[config.mk]
export PLATFORM = sky130hd
export DESIGN_NAME = sd_rx_fifo
export DESIGN_NICKNAME = d
export VERILOG_FILES = /design/src/rtl/sd_rx_fifo_pkg.sv /design/src/rtl/sd_rx_nibble_packer.sv /design/src/rtl/sd_rx_fifo.sv
export SDC_FILE = /design/constraint.sdc
export NUM_CORES = 1
export LEC_CHECK = 0
export ABC_AREA = 1
export BUFFER_PORTS_ARGS = -buffer_cell sky130_fd_sc_hd__buf_4
export CAP_MARGIN = 25
export CORE_UTILIZATION = 55
export DETAILED_ROUTE_END_ITERATION = 10
export PLACE_DENSITY = 0.73
export SETUP_SLACK_MARGIN = 0.4
export SYNTH_ARGS = -nofsm -noshare
export SYNTH_HDL_FRONTEND = slang
export SYNTH_HIERARCHICAL = 1
export SYNTH_SLANG_ARGS = --single-unit
[constraint.sdc]
create_clock -name wclk -period 3 [get_ports wclk]
set_input_delay 0.45 -clock wclk [delete_from_list [all_inputs] [get_ports wclk]]
set_output_delay 0.45 -clock wclk [all_outputs]
set_load 0.005 [all_outputs]
[src/rtl/sd_rx_fifo_pkg.sv]
// rtl/sd_rx_fifo_pkg.sv - shared sizes, types and fill-level helper for the SD receive FIFO
package sd_rx_fifo_pkg;

    localparam int DEPTH            = 4;
    localparam int ADDR_W           = 2;
    localparam int PTR_W            = ADDR_W + 1;
    localparam int WORD_W           = 32;
    localparam int NIB_W            = 4;
    localparam int NIBBLES_PER_WORD = 8;
    localparam int CNT_W            = 3;

    typedef logic [WORD_W-1:0] word_t;
    typedef logic [PTR_W-1:0]  ptr_t;
    typedef logic [CNT_W-1:0]  nib_cnt_t;

    // Saturating fill level: exact for 0..2 words, pinned at 3 for 3 or 4 words.
    function automatic logic [ADDR_W-1:0] fill_level(input ptr_t count);
        if (count >= ptr_t'(DEPTH - 1)) begin
            return ADDR_W'(DEPTH - 1);
        end
        return count[ADDR_W-1:0];
    endfunction

endpackage

[src/rtl/sd_rx_nibble_packer.sv]
// rtl/sd_rx_nibble_packer.sv - assembles eight SD bus nibbles into a 32-bit word, MSB nibble first
module sd_rx_nibble_packer
    import sd_rx_fifo_pkg::*;
(
    input  logic              clk_i,
    input  logic              rst_ni,
    input  logic              accept_i,
    input  logic [NIB_W-1:0]  nib_i,
    output logic [WORD_W-1:0] word_o,
    output logic              word_valid_o
);

    word_t    asm_q, asm_d;
    nib_cnt_t cnt_q, cnt_d;

    // Drop the accepted nibble into its slot; the counter wraps 7 -> 0 on its own width.
    always_comb begin
        asm_d = asm_q;
        cnt_d = cnt_q;
        if (accept_i) begin
            for (int i = 0; i < NIBBLES_PER_WORD; i++) begin
                if (cnt_q == nib_cnt_t'(i)) begin
                    asm_d[(NIBBLES_PER_WORD-1-i)*NIB_W +: NIB_W] = nib_i;
                end
            end
            cnt_d = cnt_q + nib_cnt_t'(1);
        end
    end

    // The completed word includes the nibble arriving on this edge, so the FIFO
    // can store it on the same edge that accepts the eighth nibble.
    always_comb begin
        word_o       = asm_d;
        word_valid_o = accept_i && (cnt_q == nib_cnt_t'(NIBBLES_PER_WORD - 1));
    end

    // Assembly register and nibble counter; reset discards any partial word.
    always_ff @(posedge clk_i or negedge rst_ni) begin
        if (!rst_ni) begin
            asm_q <= '0;
            cnt_q <= '0;
        end else begin
            asm_q <= asm_d;
            cnt_q <= cnt_d;
        end
    end

endmodule

[src/rtl/sd_rx_fifo.sv]
// rtl/sd_rx_fifo.sv - 4 x 32-bit first-word-fall-through FIFO fed from a 4-bit SD data bus
module sd_rx_fifo
    import sd_rx_fifo_pkg::*;
(
    input  logic        wclk,
    input  logic        rst,
    input  logic [3:0]  d,
    input  logic        wr,
    input  logic        rd,
    output logic [31:0] q,
    output logic        full,
    output logic        empty,
    output logic [1:0]  mem_empt
);

    ptr_t  wptr_q, wptr_d;
    ptr_t  rptr_q, rptr_d;
    word_t mem_q [DEPTH];

    logic  accept;
    logic  do_read;
    word_t packed_word;
    logic  packed_valid;
    ptr_t  count;

    sd_rx_nibble_packer u_packer (
        .clk_i        (wclk),
        .rst_ni       (rst),
        .accept_i     (accept),
        .nib_i        (d),
        .word_o       (packed_word),
        .word_valid_o (packed_valid)
    );

    // Flags come from registered pointers only; a full FIFO refuses nibbles even if
    // a read happens on the same edge, so the packer is simply not advanced.
    always_comb begin
        full     = (wptr_q[ADDR_W-1:0] == rptr_q[ADDR_W-1:0]) && (wptr_q[ADDR_W] != rptr_q[ADDR_W]);
        empty    = (wptr_q == rptr_q);
        count    = wptr_q - rptr_q;
        mem_empt = fill_level(count);
        q        = mem_q[rptr_q[ADDR_W-1:0]];
        accept   = wr && !full;
        do_read  = rd && !empty;
    end

    // Pointer advance; the wrap bit toggles naturally when the address rolls 3 -> 0.
    always_comb begin
        wptr_d = wptr_q;
        rptr_d = rptr_q;
        if (packed_valid) begin
            wptr_d = wptr_q + ptr_t'(1);
        end
        if (do_read) begin
            rptr_d = rptr_q + ptr_t'(1);
        end
    end

    // Pointer registers.
    always_ff @(posedge wclk or negedge rst) begin
        if (!rst) begin
            wptr_q <= '0;
            rptr_q <= '0;
        end else begin
            wptr_q <= wptr_d;
            rptr_q <= rptr_d;
        end
    end

    // Word storage; cleared on reset so q reads zero until the first word lands.
    always_ff @(posedge wclk or negedge rst) begin
        if (!rst) begin
            for (int i = 0; i < DEPTH; i++) begin
                mem_q[i] <= '0;
            end
        end else if (packed_valid) begin
            mem_q[wptr_q[ADDR_W-1:0]] <= packed_word;
        end
    end

endmodule

# Word level (Yosys, flattened, before mapping)

Index checks and enable logic that the tools add are counted.

Memories: 0
Memory bits (writable): 0
Latch bits: 0
Register bits: 169
Bits of input ports: 8
Output and inout bits: 36
Bits in read-only memories: 0

Equality and inequality tests: 10
Bitwise operators: 2
Div/mod/pow operators: 0
$mul: 0
Multiplexer cells: 18
Add/sub/neg operators: 4
Shift-type cells: 0
Reductions and logical operators: 8
$lt $le $gt $ge: 4

Operators by type and width:

| cell                  | number |
|---|---|
| $bwmux W128           | 1 |
| $mux W32              | 4 |
| $bmux W32 S2          | 1 |
| $demux W32 S2         | 1 |
| $mux W4               | 8 |
| $eq A3 B3 Y1 const B  | 4 |
| $add A3 B1 Y3 const B | 3 |
| $eq A3 B2 Y1 const B  | 2 |
| $ge A3 B3 Y1 const B  | 2 |
| $not A2 Y3            | 2 |
| $logic_and A1 B1 Y1   | 5 |
| $mux W2               | 2 |
| $eq A3 B1 Y1 const B  | 1 |
| $eq A3 B3 Y1          | 1 |
| $ge A3 B2 Y1 const B  | 1 |
| $logic_not A3 Y1      | 1 |
| $lt A3 B1 Y1 const B  | 1 |
| $sub A3 B3 Y3         | 1 |
| $eq A2 B2 Y1          | 1 |
| $logic_not A1 Y1      | 2 |
| $mux W1               | 1 |
| $ne A1 B1 Y1          | 1 |

# Longest topological paths before layout

Gate-level depths: netlist of run 1.

Depth after elaboration: 6
Mapped depth: 15

# By module

The synthesis of run 1 kept the hierarchy.

By module, submodules not included:

| module              | instances | cells an instance | area each (um2) |
|---|---|---|---|
| sd_rx_fifo          | 1         | 677               | 5911.9 |
| sd_rx_nibble_packer | 1         | 160               | 1556.5 |

# Worst setup path after synthesis of run 1

Ideal clock, no wire load.

Kind: reg2reg
Start: register rptr_q[1]
End: register mem_q[100] in the netlist's numbering
Stages on the path, launching flop included: 14
Path buffers: 4
Setup time: 130 ps
Data arrival time: 2113 ps
Path slack: 757 ps
Path through: dfrtp_1 -> inv_2 -> buf_2 -> ha_1 -> nand2_1 -> a21oi_1 -> nor2_1 -> buf_6 -> nand2_2 -> inv_1 -> buf_4 -> nand2_2 -> clkbuf_1 -> o21ai_0

Elaborated cells between the ends (all ways): 7

RTL lines:

| item                            | line                      | source |
|---|---|---|
| from (decl)                     | sd_rx_fifo.sv:17          | `ptr_t rptr_q, rptr_d;` |
| from (signal assigned)          | sd_rx_fifo.sv:66          | `rptr_q <= rptr_d;` |
| $eq A2 B2 Y1                    | sd_rx_fifo.sv:38          | `full = (wptr_q[ADDR_W-1:0] == rptr_q[ADDR_W-1:0]) && (wptr_q[ADDR_W] != rptr_q[ADDR_W]);` |
| $logic_and A1 B1 Y1             | sd_rx_fifo.sv:38          |  |
| named net full                  | sd_rx_fifo.sv:11          | `output logic full,` |
| $logic_not A1 Y1                | sd_rx_fifo.sv:43          | `accept = wr && !full;` |
| $logic_and A1 B1 Y1             | sd_rx_fifo.sv:43          |  |
| named net accept                | sd_rx_fifo.sv:20          | `logic accept;` |
| $logic_and A1 B1 Y1             | sd_rx_nibble_packer.sv:34 | `word_valid_o = accept_i && (cnt_q == nib_cnt_t'(NIBBLES_PER_WORD - 1));` |
| named net packed_valid          | sd_rx_fifo.sv:23          | `logic packed_valid;` |
| to (signal, indexed assignment) | sd_rx_fifo.sv:77          | `mem_q[wptr_q[ADDR_W-1:0]] <= packed_word;` |
| to (decl)                       | sd_rx_fifo.sv:18          | `word_t mem_q [DEPTH];` |

The timed path passes the listed nets, and every way through them passes these cells.
A chain may end at the register's enable or synchronous reset.

# Final worst setup path of run 1

Start: register rptr_q[0]
End: output q[26]

Longest elaborated chain between the ends: 4

RTL lines:

| item                                         | line             | source |
|---|---|---|
| $not A2 Y3 (not written as such)             | sd_rx_fifo.sv:42 | `q = mem_q[rptr_q[ADDR_W-1:0]];` |
| $bmux W32 S2                                 | sd_rx_fifo.sv:42 |  |
| $mux W32 (not written as such) (2 in series) | sd_rx_fifo.sv:42 |  |
| to (decl)                                    | sd_rx_fifo.sv:10 | `output logic [31:0] q,` |

No other way between the ends. The select of a mux whose other input is x is not followed.

==> impl_metrics.tcl, run 1 <==
set metrics [dict create \
    pin_count_of_the_biggest_net_entering_global_routing 102 \
    ctsHtreeMaxLevel 4 \
    grt_most_used_layer "met2" \
    fin_nets 880 \
    worst-endpoint-arrival_ps 2080 \
    total_power_per_unit_cell_area_mw_per_mm2 1100 \
    start_kind "flip-flop" \
    setup.reg_to_reg.worst_slack_ps 700 \
    floorplan.die_area_mm2 0.0140 \
    max_capacitance_violation_total 0 \
    viasPerCell 5.65 \
    synth_nets 859 \
    worst_slew_pin_slew_ps 935 \
    die_h_um 119 \
    place.port_buffers 43 \
    synth_area_per_cell_um2 8.92 \
    first_global_vias 5700 \
    drive_above_1_share_pct 11.1 \
    ios 44 \
    grt_first_pass_wirelength_mm 28.1 \
    grt_antenna_before_repair 0 \
    postSynthRegisterBits 169 \
    path_max_fanout 67 \
    die_x_um 119 \
    path_clk_slew_ps 70 \
    worst_ir_drop_vdd_uv 527 \
    final_critical_path_setup_slack_ps 466 \
    synthesis.yosys.warnings 6 \
    fmax_mhz 395 \
    via_count 5890 \
    cts.path.max_buffers 2 \
    final.setup.tns_ps 0 \
    cts_root_buf "sky130_fd_sc_hd__clkbuf_16" \
    postCtsHoldBufs 0 \
    result_of_the_run "complete, no violations" \
    syn2layout_area_growth_pct 12.3 \
    fill_cells 1109 \
    cts.sinks 169 \
    syn-instance-count 837 \
    final_cells 1043 \
    synthDistinctLibCells 24 \
    antenna_violating_nets_post_route 0 \
    route.final.wire_length_mm 16.8 \
    grtUsageTotal_pct 25.7 \
    grt_util_met3_pct 5.45 \
    final_util_pct 63.4 \
    synth.yosys.seq_area_share_pct 56.6 \
    power_leakage_nw 4.05 \
    final_setup_violations 0 \
    rows 42 \
    final_hold_viol_count 0 \
    multiInputGateArea_mm2 0.00270 \
    antennaDiodeCount 0 \
    insertion_delay_of_the_later_clocked_pin_in_the_worst_skew_pair_ps 430 \
    register_area_mm2 0.00423 \
    drt_first_iter_violations 575 \
    tritoncts_clock_tree "done" \
    hold_ws_ps 127 \
    cts_inserted_buffers 17 \
    layout_worst_path_cycle_share_pct 84.5 \
    syn-cell-area_mm2 0.00747 \
    overflow 0 \
    finalCriticalPeriod_ps 2530 \
    timing_worst_setup_path_type "reg -> out" \
    cp_data_required_time_ps 2550 \
    hpwl_mm 9.88 \
    post-place-cells 1013 \
    skew_ps 10.9 \
    worstHoldPathType "in -> async" \
    rsz0062_at_grt "true" \
    floorplan.initialDensity_pct 56.4 \
    core-area_mm2 0.0132 \
    use_met2_pct 40.5 \
    met1_usage_grt_pct 35.3 \
    detailedPlace.worstSlack_ps 553 \
    slew_headroom_pct 37.7 \
    drt_drc_violations_left 0 \
    place.gp.congestion 0.789 \
    drt_pass1_iterations 7 \
    final_count_of_pins_violating_max_slew 0 \
    setup.worst_path.end_class "output pin" \
    wl_per_cell_um 16.1 \
]
## cell families after synthesis
logic type / after synthesis / share of synthesized area, %
simple gates: 307 / 16.8
fa+ha+maj: 14 / 2.45
flops: 169 / 56.6
compound gates: 236 / 16.4
buf+inv: 107 / 7.27
xor+xnor: 4 / 0.469
## where the power goes
| part | internal [W] | total, W | switching (W) |
|---|---|---|---|
| sequential | 0.00308 | 0.00350 | 0.000420 |
| combinational | 0.00150 | 0.00377 | 0.00227 |
| clock | 0.00119 | 0.00200 | 0.000810 |
| total | 0.00577 | 0.00926 | 0.00350 |
## synth_stat cells
| master | number | area share (%) |
|---|---|---|
| sky130_fd_sc_hd__inv_1 | 48 | 2.4 |
| sky130_fd_sc_hd__o21ai_1 | 30 | 2.0 |
| sky130_fd_sc_hd__buf_1 | 1 | 0.050 |
| sky130_fd_sc_hd__xor2_1 | 4 | 0.47 |
| sky130_fd_sc_hd__nand3_4 | 1 | 0.23 |
| sky130_fd_sc_hd__or2_2 | 1 | 0.084 |
| sky130_fd_sc_hd__o21ai_0 | 172 | 12 |
| sky130_fd_sc_hd__a21oi_1 | 2 | 0.13 |
| sky130_fd_sc_hd__inv_6 | 1 | 0.12 |
| sky130_fd_sc_hd__nand3_1 | 11 | 0.74 |
| sky130_fd_sc_hd__clkbuf_2 | 1 | 0.067 |
| sky130_fd_sc_hd__buf_4 | 5 | 0.50 |
| sky130_fd_sc_hd__clkbuf_1 | 16 | 0.80 |
| sky130_fd_sc_hd__nand2_1 | 198 | 10 |
| sky130_fd_sc_hd__nor2_1 | 66 | 3.3 |
| sky130_fd_sc_hd__o22ai_1 | 32 | 2.7 |
| sky130_fd_sc_hd__dfrtp_1 | 169 | 57 |
| sky130_fd_sc_hd__ha_1 | 13 | 2.2 |
| sky130_fd_sc_hd__nand4_1 | 24 | 2.0 |
| sky130_fd_sc_hd__buf_2 | 21 | 1.4 |
| sky130_fd_sc_hd__fa_1 | 1 | 0.27 |
| sky130_fd_sc_hd__inv_2 | 2 | 0.10 |
| sky130_fd_sc_hd__nand2_2 | 6 | 0.50 |
| sky130_fd_sc_hd__buf_6 | 12 | 1.8 |
## registers in the layout, indices dropped and copies added (netlist names)
register	cells
mem_q	128
rptr_q	3
u_packer/cnt_q	3
wptr_q	3
u_packer/asm_q	32
## layer usage
metal	up-vias	routed length [um]	share of wire (%)
met5	-	0	0
met4	0	244	1.5
met3	21	1020	6.1
met2	174	7960	47
met1	2878	7570	45
li1	2817	-	-
## stage by stage
step	power, W	instance area [um^2]
floorplan	0.00592	7470
detailed placement	0.00723	7830
CTS	0.00926	8360
global route	0.00994	8390
global placement	0.00706	7830
finish	0.00926	8390
## cell usage in the layout, fill, tap and decap left out, drive strengths merged
cell type and n:
o22ai 32, or2 1, nor2 66, nand2 204
inv 51, clkinv 1, bufinv 1, ha 13
clkbuf 25, nand4 24, fa 1, nand3 12
dfrtp 169, buf 58, xor2 4, clkinvlp 1
a21oi 2, o21ai 202
## layout make-up
type | instances | share of cell area (%)
clock inverters | 3 | 0.507
flip-flops and latches | 169 | 50.4
inverters | 51 | 2.37
multi-input cells | 561 | 32.2
repair buffers | 58 | 6.11
well taps | 176 | 2.62
clock buffers | 25 | 5.79
## final timing paths
kind	from	end	cells after the start
worst max-delay path	rptr_q[0]	q[26]	6
worst min-delay path	rst	mem_q[3]	1
worst max register to register	rptr_q[1]	mem_q[81]	10
worst min register to register	u_packer/asm_q[22]	u_packer/asm_q[22]	2
max in group asynchronous	rst	u_packer/asm_q[18]	2
min in group wclk	rd	rptr_q[0]	3
## worst max-delay path, stage by stage (launching register included)
cell and delay, ps:
sky130_fd_sc_hd__dfrtp_2 370, sky130_fd_sc_hd__buf_6 430, sky130_fd_sc_hd__inv_2 100, sky130_fd_sc_hd__buf_4 260
sky130_fd_sc_hd__o21ai_0 200, sky130_fd_sc_hd__o22ai_1 100, sky130_fd_sc_hd__buf_4 140
## repair_timing
action,4_1_cts,5_1_grt
resized for setup,1,6
endpoints found under the hold margin,0,0
endpoints found under the setup margin,19,31
buffers inserted,0,2
(Power assumes the default switching activity.)
==> inputs of run 2 (changes only) <==
==> constraint.sdc (replaced) <==
create_clock -name wclk -period 2.6 [get_ports wclk]
set_input_delay 0.39 -clock wclk [delete_from_list [all_inputs] [get_ports wclk]]
set_output_delay 0.39 -clock wclk [all_outputs]
set_load 0.005 [all_outputs]
==> run 2 against run 1 <==
Compared with the run above:
- the flow now finishes with violations (negative hold slack)
- register-to-register slack got worse by 280 ps
- cell count increased by 2.2%
- sequential power increased by 16%
- clock skew is essentially flat
- largest power group unchanged
- critical path depth increased by 1
- setup slack got worse by 77 ps
- global-route usage grew 4.3 points
- count of clock-buffer cells in the layout fell by 3
- core utilization up 4.2 points
- sequential cell count unchanged
==> impl_metrics.tcl, run 2 (synthesis gave the netlist of run 1 again) <==
set metrics [dict create \
    result_of_the_run "finished with violations" \
    failed_checks "negative hold slack" \
    final_setup_violations 0 \
    critical_path.reg2reg.endpoint "mem_q[51]" \
    fin_nets 899 \
    top_library_cells_by_usage_in_the_layout_fill_and_taps_aside "198 x sky130_fd_sc_hd__nand2_1, 168 x sky130_fd_sc_hd__dfrtp_1, 162 x sky130_fd_sc_hd__o21ai_0" \
    via_count 6388 \
    place.gp.congestion 0.795 \
    largest_register_ffs 128 \
    worst-endpoint-arrival_ps 1820 \
    core-area_mm2 0.0132 \
    die_x_um 119 \
    ctsHtreeMaxLevel 4 \
    post-place-cells 1016 \
    final_util_pct 67.6 \
    total_power_per_unit_cell_area_mw_per_mm2 1370 \
    pin_count_of_the_biggest_net_entering_global_routing 74 \
    skew_ps 10.8 \
    die_h_um 119 \
    register_area_mm2 0.00423 \
    commonest_non_fill_non_tap_cell_in_the_layout "sky130_fd_sc_hd__nand2_1" \
    grt_first_pass_wirelength_mm 32.2 \
    rows 42 \
    cts_root_buf "sky130_fd_sc_hd__clkbuf_16" \
    hold_ws_ps -20.0 \
    cts.sinks 169 \
    final_hold_viol_count 5 \
    ios 44 \
    antennaDiodeCount 0 \
    rsz0062_at_grt "true" \
    grt_antenna_before_repair 0 \
    path_clk_slew_ps 60 \
    path_max_fanout 2 \
    viasPerCell 5.99 \
    setup.worst_path.end_class "output pin" \
    syn2layout_area_growth_pct 19.9 \
    cts.path.max_buffers 2 \
    antenna_violating_nets_post_route 0 \
    first_global_vias 6093 \
    hpwl_mm 10.2 \
    start_kind "flip-flop" \
    multiInputGateArea_mm2 0.00276 \
    finalCriticalPeriod_ps 2210 \
    setup.reg_to_reg.worst_slack_ps 420 \
    power_leakage_nw 4.30 \
    wl_per_cell_um 19.5 \
    regToRegStartpoint "wptr_q[1]" \
    layout_worst_path_cycle_share_pct 85.0 \
    floorplan.die_area_mm2 0.0140 \
    drt_first_iter_violations 758 \
    fmax_mhz 452 \
    detailedPlace.worstSlack_ps 200 \
    tritoncts_clock_tree "done" \
    final_critical_path_setup_slack_ps 389 \
    fill_cells 1019 \
    max_capacitance_violation_total 0 \
    overflow 0 \
    grtUsageTotal_pct 30.0 \
    layout_top_registers "mem_q (128), u_packer/asm_q (32)" \
    drt_pass1_iterations 5 \
    final_cells 1066 \
    final_count_of_pins_violating_max_slew 0 \
    insertion_delay_of_the_later_clocked_pin_in_the_worst_skew_pair_ps 420 \
    route.final.wire_length_mm 20.8 \
    cp_data_required_time_ps 2210 \
    timing.reg2reg.worst_path_depth 10 \
    worst_ir_drop_vdd_uv 554 \
    timing_worst_setup_path_type "reg -> out" \
    floorplan.initialDensity_pct 56.4 \
    cts_inserted_buffers 17 \
    top_register "mem_q" \
    drt_drc_violations_left 0 \
    place.port_buffers 43 \
    final.setup.tns_ps 0 \
    slew_headroom_pct 54.1 \
    worstHoldPathType "in -> async" \
    drive_above_1_share_pct 14.8 \
    worst_slew_pin_slew_ps 688 \
]
## run 2: changes by cell type in the layout (fill, tap and decap cells not counted), sizes merged
| cell | delta |
|---|---|
| clkinv | +2 |
| buf | +15 |
| clkinvlp | +1 |
| bufinv | +4 |
| bufbuf | +1 |
## run 2: how the worst max path moves through the flow
| stage | startpoint | endpoint | slack, ps |
|---|---|---|---|
| 6_report | wptr_q[0] | mem_empt[1] | 390 |
| 5_1_grt | wptr_q[0] | mem_empt[0] | 350 |
| 4_1_cts | wptr_q[0] | mem_empt[1] | 360 |
| 3_5_place_dp | wptr_q[0] | mem_q[18] | 200 |
| 3_3_place_gp | wptr_q[0] | mem_q[50] | 340 |
| 2_1_floorplan | rptr_q[1] | mem_q[100] | 400 |
## run 2: cell type report
class,instances,share of cell area (%)
Timing Repair Buffer,77,9.73
Clock inverter,10,2.12
Multi-Input combinational cell,561,30.9
Tap cell,176,2.46
Clock buffer,22,5.19
Inverter,51,2.36
Sequential cell,169,47.3
## run 2: metrics by stage
step                instance area, um^2  power (W)
floorplan                          7470    0.00684
global placement                   7830    0.00819
detailed placement                 7830    0.00841
CTS                                8760     0.0119
global route                       8950     0.0130
finish                             8950     0.0123
## run 2: metal layers
metal	wire, um	GRT usage [%]
met2	10000	47.0
met5	0	0
met1	8500	41.2
met3	1820	6.76
met4	435	10.4
## run 2: power breakdown
part | switching, W | total (W) | internal, W
combinational | 0.00315 | 0.00545 | 0.00230
clock | 0.00103 | 0.00280 | 0.00176
sequential | 0.000501 | 0.00405 | 0.00355
## run 2: timing repair
| action | 4_1_cts | 5_1_grt |
|---|---|---|
| buffers inserted | 4 | 6 |
| gates resized for setup | 30 | 29 |
| pin swaps | 2 | 4 |
| hold buffers | 0 | 0 |
| endpoints found under the setup margin | 144 | 127 |
| cloned | 5 | 3 |
## run 2: critical path, cell delays in order (launching register included)
cell and delay (ps):
sky130_fd_sc_hd__dfrtp_1 390, sky130_fd_sc_hd__inv_2 90, sky130_fd_sc_hd__ha_4 140, sky130_fd_sc_hd__inv_2 30, sky130_fd_sc_hd__fa_2 330, sky130_fd_sc_hd__or2_4 250, sky130_fd_sc_hd__nand3_2 60, sky130_fd_sc_hd__buf_4 100
==> inputs of run 3 (changes only) <==
--- a/config.mk
+++ b/config.mk
@@ -8,9 +8,8 @@
 export ABC_AREA = 1
 export BUFFER_PORTS_ARGS = -buffer_cell sky130_fd_sc_hd__buf_4
 export CAP_MARGIN = 25
-export CORE_UTILIZATION = 55
+export CORE_UTILIZATION = 30
 export DETAILED_ROUTE_END_ITERATION = 10
-export PLACE_DENSITY = 0.73
 export SETUP_SLACK_MARGIN = 0.4
 export SYNTH_ARGS = -nofsm -noshare
 export SYNTH_HDL_FRONTEND = slang
==> run 3 against run 2 <==
Compared with the run above:
- the run now ends clean
- clock skew is 2.3 ps lower
- sequential cell count stayed put
- fmax decreased by 0.32%
- non-clock buffer count shrank 1
- clock power decreased by 8.6%
- critical path depth stayed put
- combinational power fell by 1%
- die area rose by 82%
==> impl_metrics.tcl, run 3 (synthesis gave the netlist of run 1 again) <==
set metrics [dict create \
    layout_worst_path_cycle_share_pct 85.3 \
    die_h_um 160 \
    worst_slew_pin_slew_ps 600 \
    timing_worst_setup_path_type "reg -> out" \
    viasPerCell 4.78 \
    internal_power_w 0.00728 \
    floorplan.die_area_mm2 0.0255 \
    insertion_delay_of_the_later_clocked_pin_in_the_worst_skew_pair_ps 430 \
    drt_pass1_iterations 5 \
    largest_register_ffs 128 \
    final_count_of_pins_violating_max_slew 0 \
    layout_top_registers "mem_q (128), u_packer/asm_q (32)" \
    commonest_non_fill_non_tap_cell_in_the_layout "sky130_fd_sc_hd__nand2_1" \
    fin_nets 898 \
    antennaDiodeCount 0 \
    overflow 0 \
    fmax_mhz 451 \
    max_capacitance_violation_total 0 \
    grtUsageTotal_pct 15.5 \
    final_hold_viol_count 0 \
    via_count 5795 \
    finalCriticalPeriod_ps 2220 \
    total_power_per_unit_cell_area_mw_per_mm2 1310 \
    rows 57 \
    clock_power_share_pct 21.5 \
    die_x_um 160 \
    pin_count_of_the_biggest_net_entering_global_routing 65 \
    cts_inserted_buffers 17 \
    top_library_cells_by_usage_in_the_layout_fill_and_taps_aside "198 x sky130_fd_sc_hd__nand2_1, 167 x sky130_fd_sc_hd__o21ai_0, 167 x sky130_fd_sc_hd__dfrtp_1" \
    place.port_buffers 43 \
    first_global_vias 5511 \
    cts.sinks 169 \
    tritoncts_clock_tree "done" \
    place.gp.congestion 0.747 \
    drt_first_iter_violations 515 \
    top_register "mem_q" \
    start_kind "flip-flop" \
    floorplan.initialDensity_pct 30.6 \
    hpwl_mm 10.4 \
    final_setup_violations 0 \
    syn2layout_area_growth_pct 21.9 \
    final_util_pct 37.3 \
    ios 44 \
    worstHoldPathType "in -> reg" \
    fill_cells 2506 \
    sw_pwr_w 0.00465 \
    drt_drc_violations_left 0 \
    cp_data_required_time_ps 2210 \
    route.final.wire_length_mm 19.3 \
    cts.path.max_buffers 2 \
    power.sequential.fraction_pct 33.4 \
    holdPathStages 3 \
    path_max_fanout 3 \
    swShare_pct 39.0 \
    skew_ps 8.46 \
    worst-endpoint-arrival_ps 1830 \
    grt_antenna_before_repair 0 \
    path_clk_slew_ps 60 \
    drive_above_1_share_pct 16.3 \
    timing.reg2reg.worst_path_depth 9 \
    final.setup.tns_ps 0 \
    ctsHtreeMaxLevel 4 \
    wl_per_cell_um 15.9 \
    setup.worst_path.end_class "output pin" \
    core-area_mm2 0.0244 \
    result_of_the_run "complete, no violations" \
    cts_root_buf "sky130_fd_sc_hd__clkbuf_16" \
    power_leakage_nw 4.28 \
    grt_first_pass_wirelength_mm 30.9 \
    power.combinational.fraction_pct 45.1 \
    slew_headroom_pct 60.0 \
    rsz0062_at_grt "true" \
    antenna_violating_nets_post_route 0 \
    worst_ir_drop_vdd_uv 598 \
]
## run 3: changes by cell type in the layout (fill, tap and decap cells not counted), moves of 5 or more
cell / delta
sky130_fd_sc_hd__o22ai_1: -7
sky130_fd_sc_hd__o21ai_1: -6
sky130_fd_sc_hd__o22ai_2: +7
sky130_fd_sc_hd__o21ai_0: +5
## run 3: metal layers
metal | wire, um | vias to the layer above | GRT usage [%]
met1 | 9970 | 2795 | 23.5
li1 | - | 2860 | -
met5 | 0 | - | 0
met4 | 164 | 0 | 3.94
met2 | 8310 | 124 | 22.5
met3 | 847 | 16 | 2.86
## run 3: worst max-delay path, cell delays in order, from the launching register on
cell	delay (ps)
sky130_fd_sc_hd__dfrtp_1	390
sky130_fd_sc_hd__inv_2	100
sky130_fd_sc_hd__ha_4	130
sky130_fd_sc_hd__inv_2	30
sky130_fd_sc_hd__fa_2	350
sky130_fd_sc_hd__or2_4	240
sky130_fd_sc_hd__nand3_2	60
sky130_fd_sc_hd__buf_4	100
## run 3: final timing paths
check	startpoint	endpoint	slack [ps]
setup reg to reg	wptr_q[1]	mem_q[17]	510
hold reg to reg	u_packer/asm_q[29]	u_packer/asm_q[29]	470
max in group asynchronous	rst	mem_q[4]	1420
hold / removal	rd	rptr_q[0]	230
min in group asynchronous	rst	mem_q[24]	520
setup / recovery	wptr_q[0]	mem_empt[1]	380
## run 3: final cells by class
| type | instances | area, um^2 | area share, % |
|---|---|---|---|
| Sequential cell | 169 | 4230 | 46.5 |
| Multi-Input combinational cell | 561 | 2820 | 31.0 |
| Timing Repair Buffer | 76 | 842 | 9.25 |
| Clock buffer | 17 | 425 | 4.67 |
| Tap cell | 324 | 405 | 4.45 |
| Inverter | 51 | 211 | 2.32 |
| Clock inverter | 15 | 168 | 1.84 |
## run 3: per-stage QoR
step	setup WS [ps]	power (W)	instance area (um^2)	hold WS, ps	std cells
4_1_cts	260	0.0118	8980	215	1209
6_report	382	0.0119	9110	229	1213
3_5_place_dp	166	0.00842	8030	426	1165
2_1_floorplan	405	0.00684	7470	94.4	837
5_1_grt	313	0.0128	9110	236	1213
3_3_place_gp	199	0.00838	8030	426	1165
## run 3: power groups by stage
stage	logic, W	clock network, W	registers, W
floorplan	0.00291	0	0.00392
global placement	0.00438	0	0.00400
detailed placement	0.00441	0	0.00401
CTS	0.00519	0.00261	0.00397
global route	0.00598	0.00273	0.00410
finish	0.00538	0.00256	0.00399
## run 3: timing repair
action	4_1_cts	5_1_grt
setup endpoints to repair	152	157
resized for setup	34	35
endpoints found under the hold margin	57	0
hold buffers	1	0
buffers inserted	6	3
pin swaps	1	5
cloned	5	1
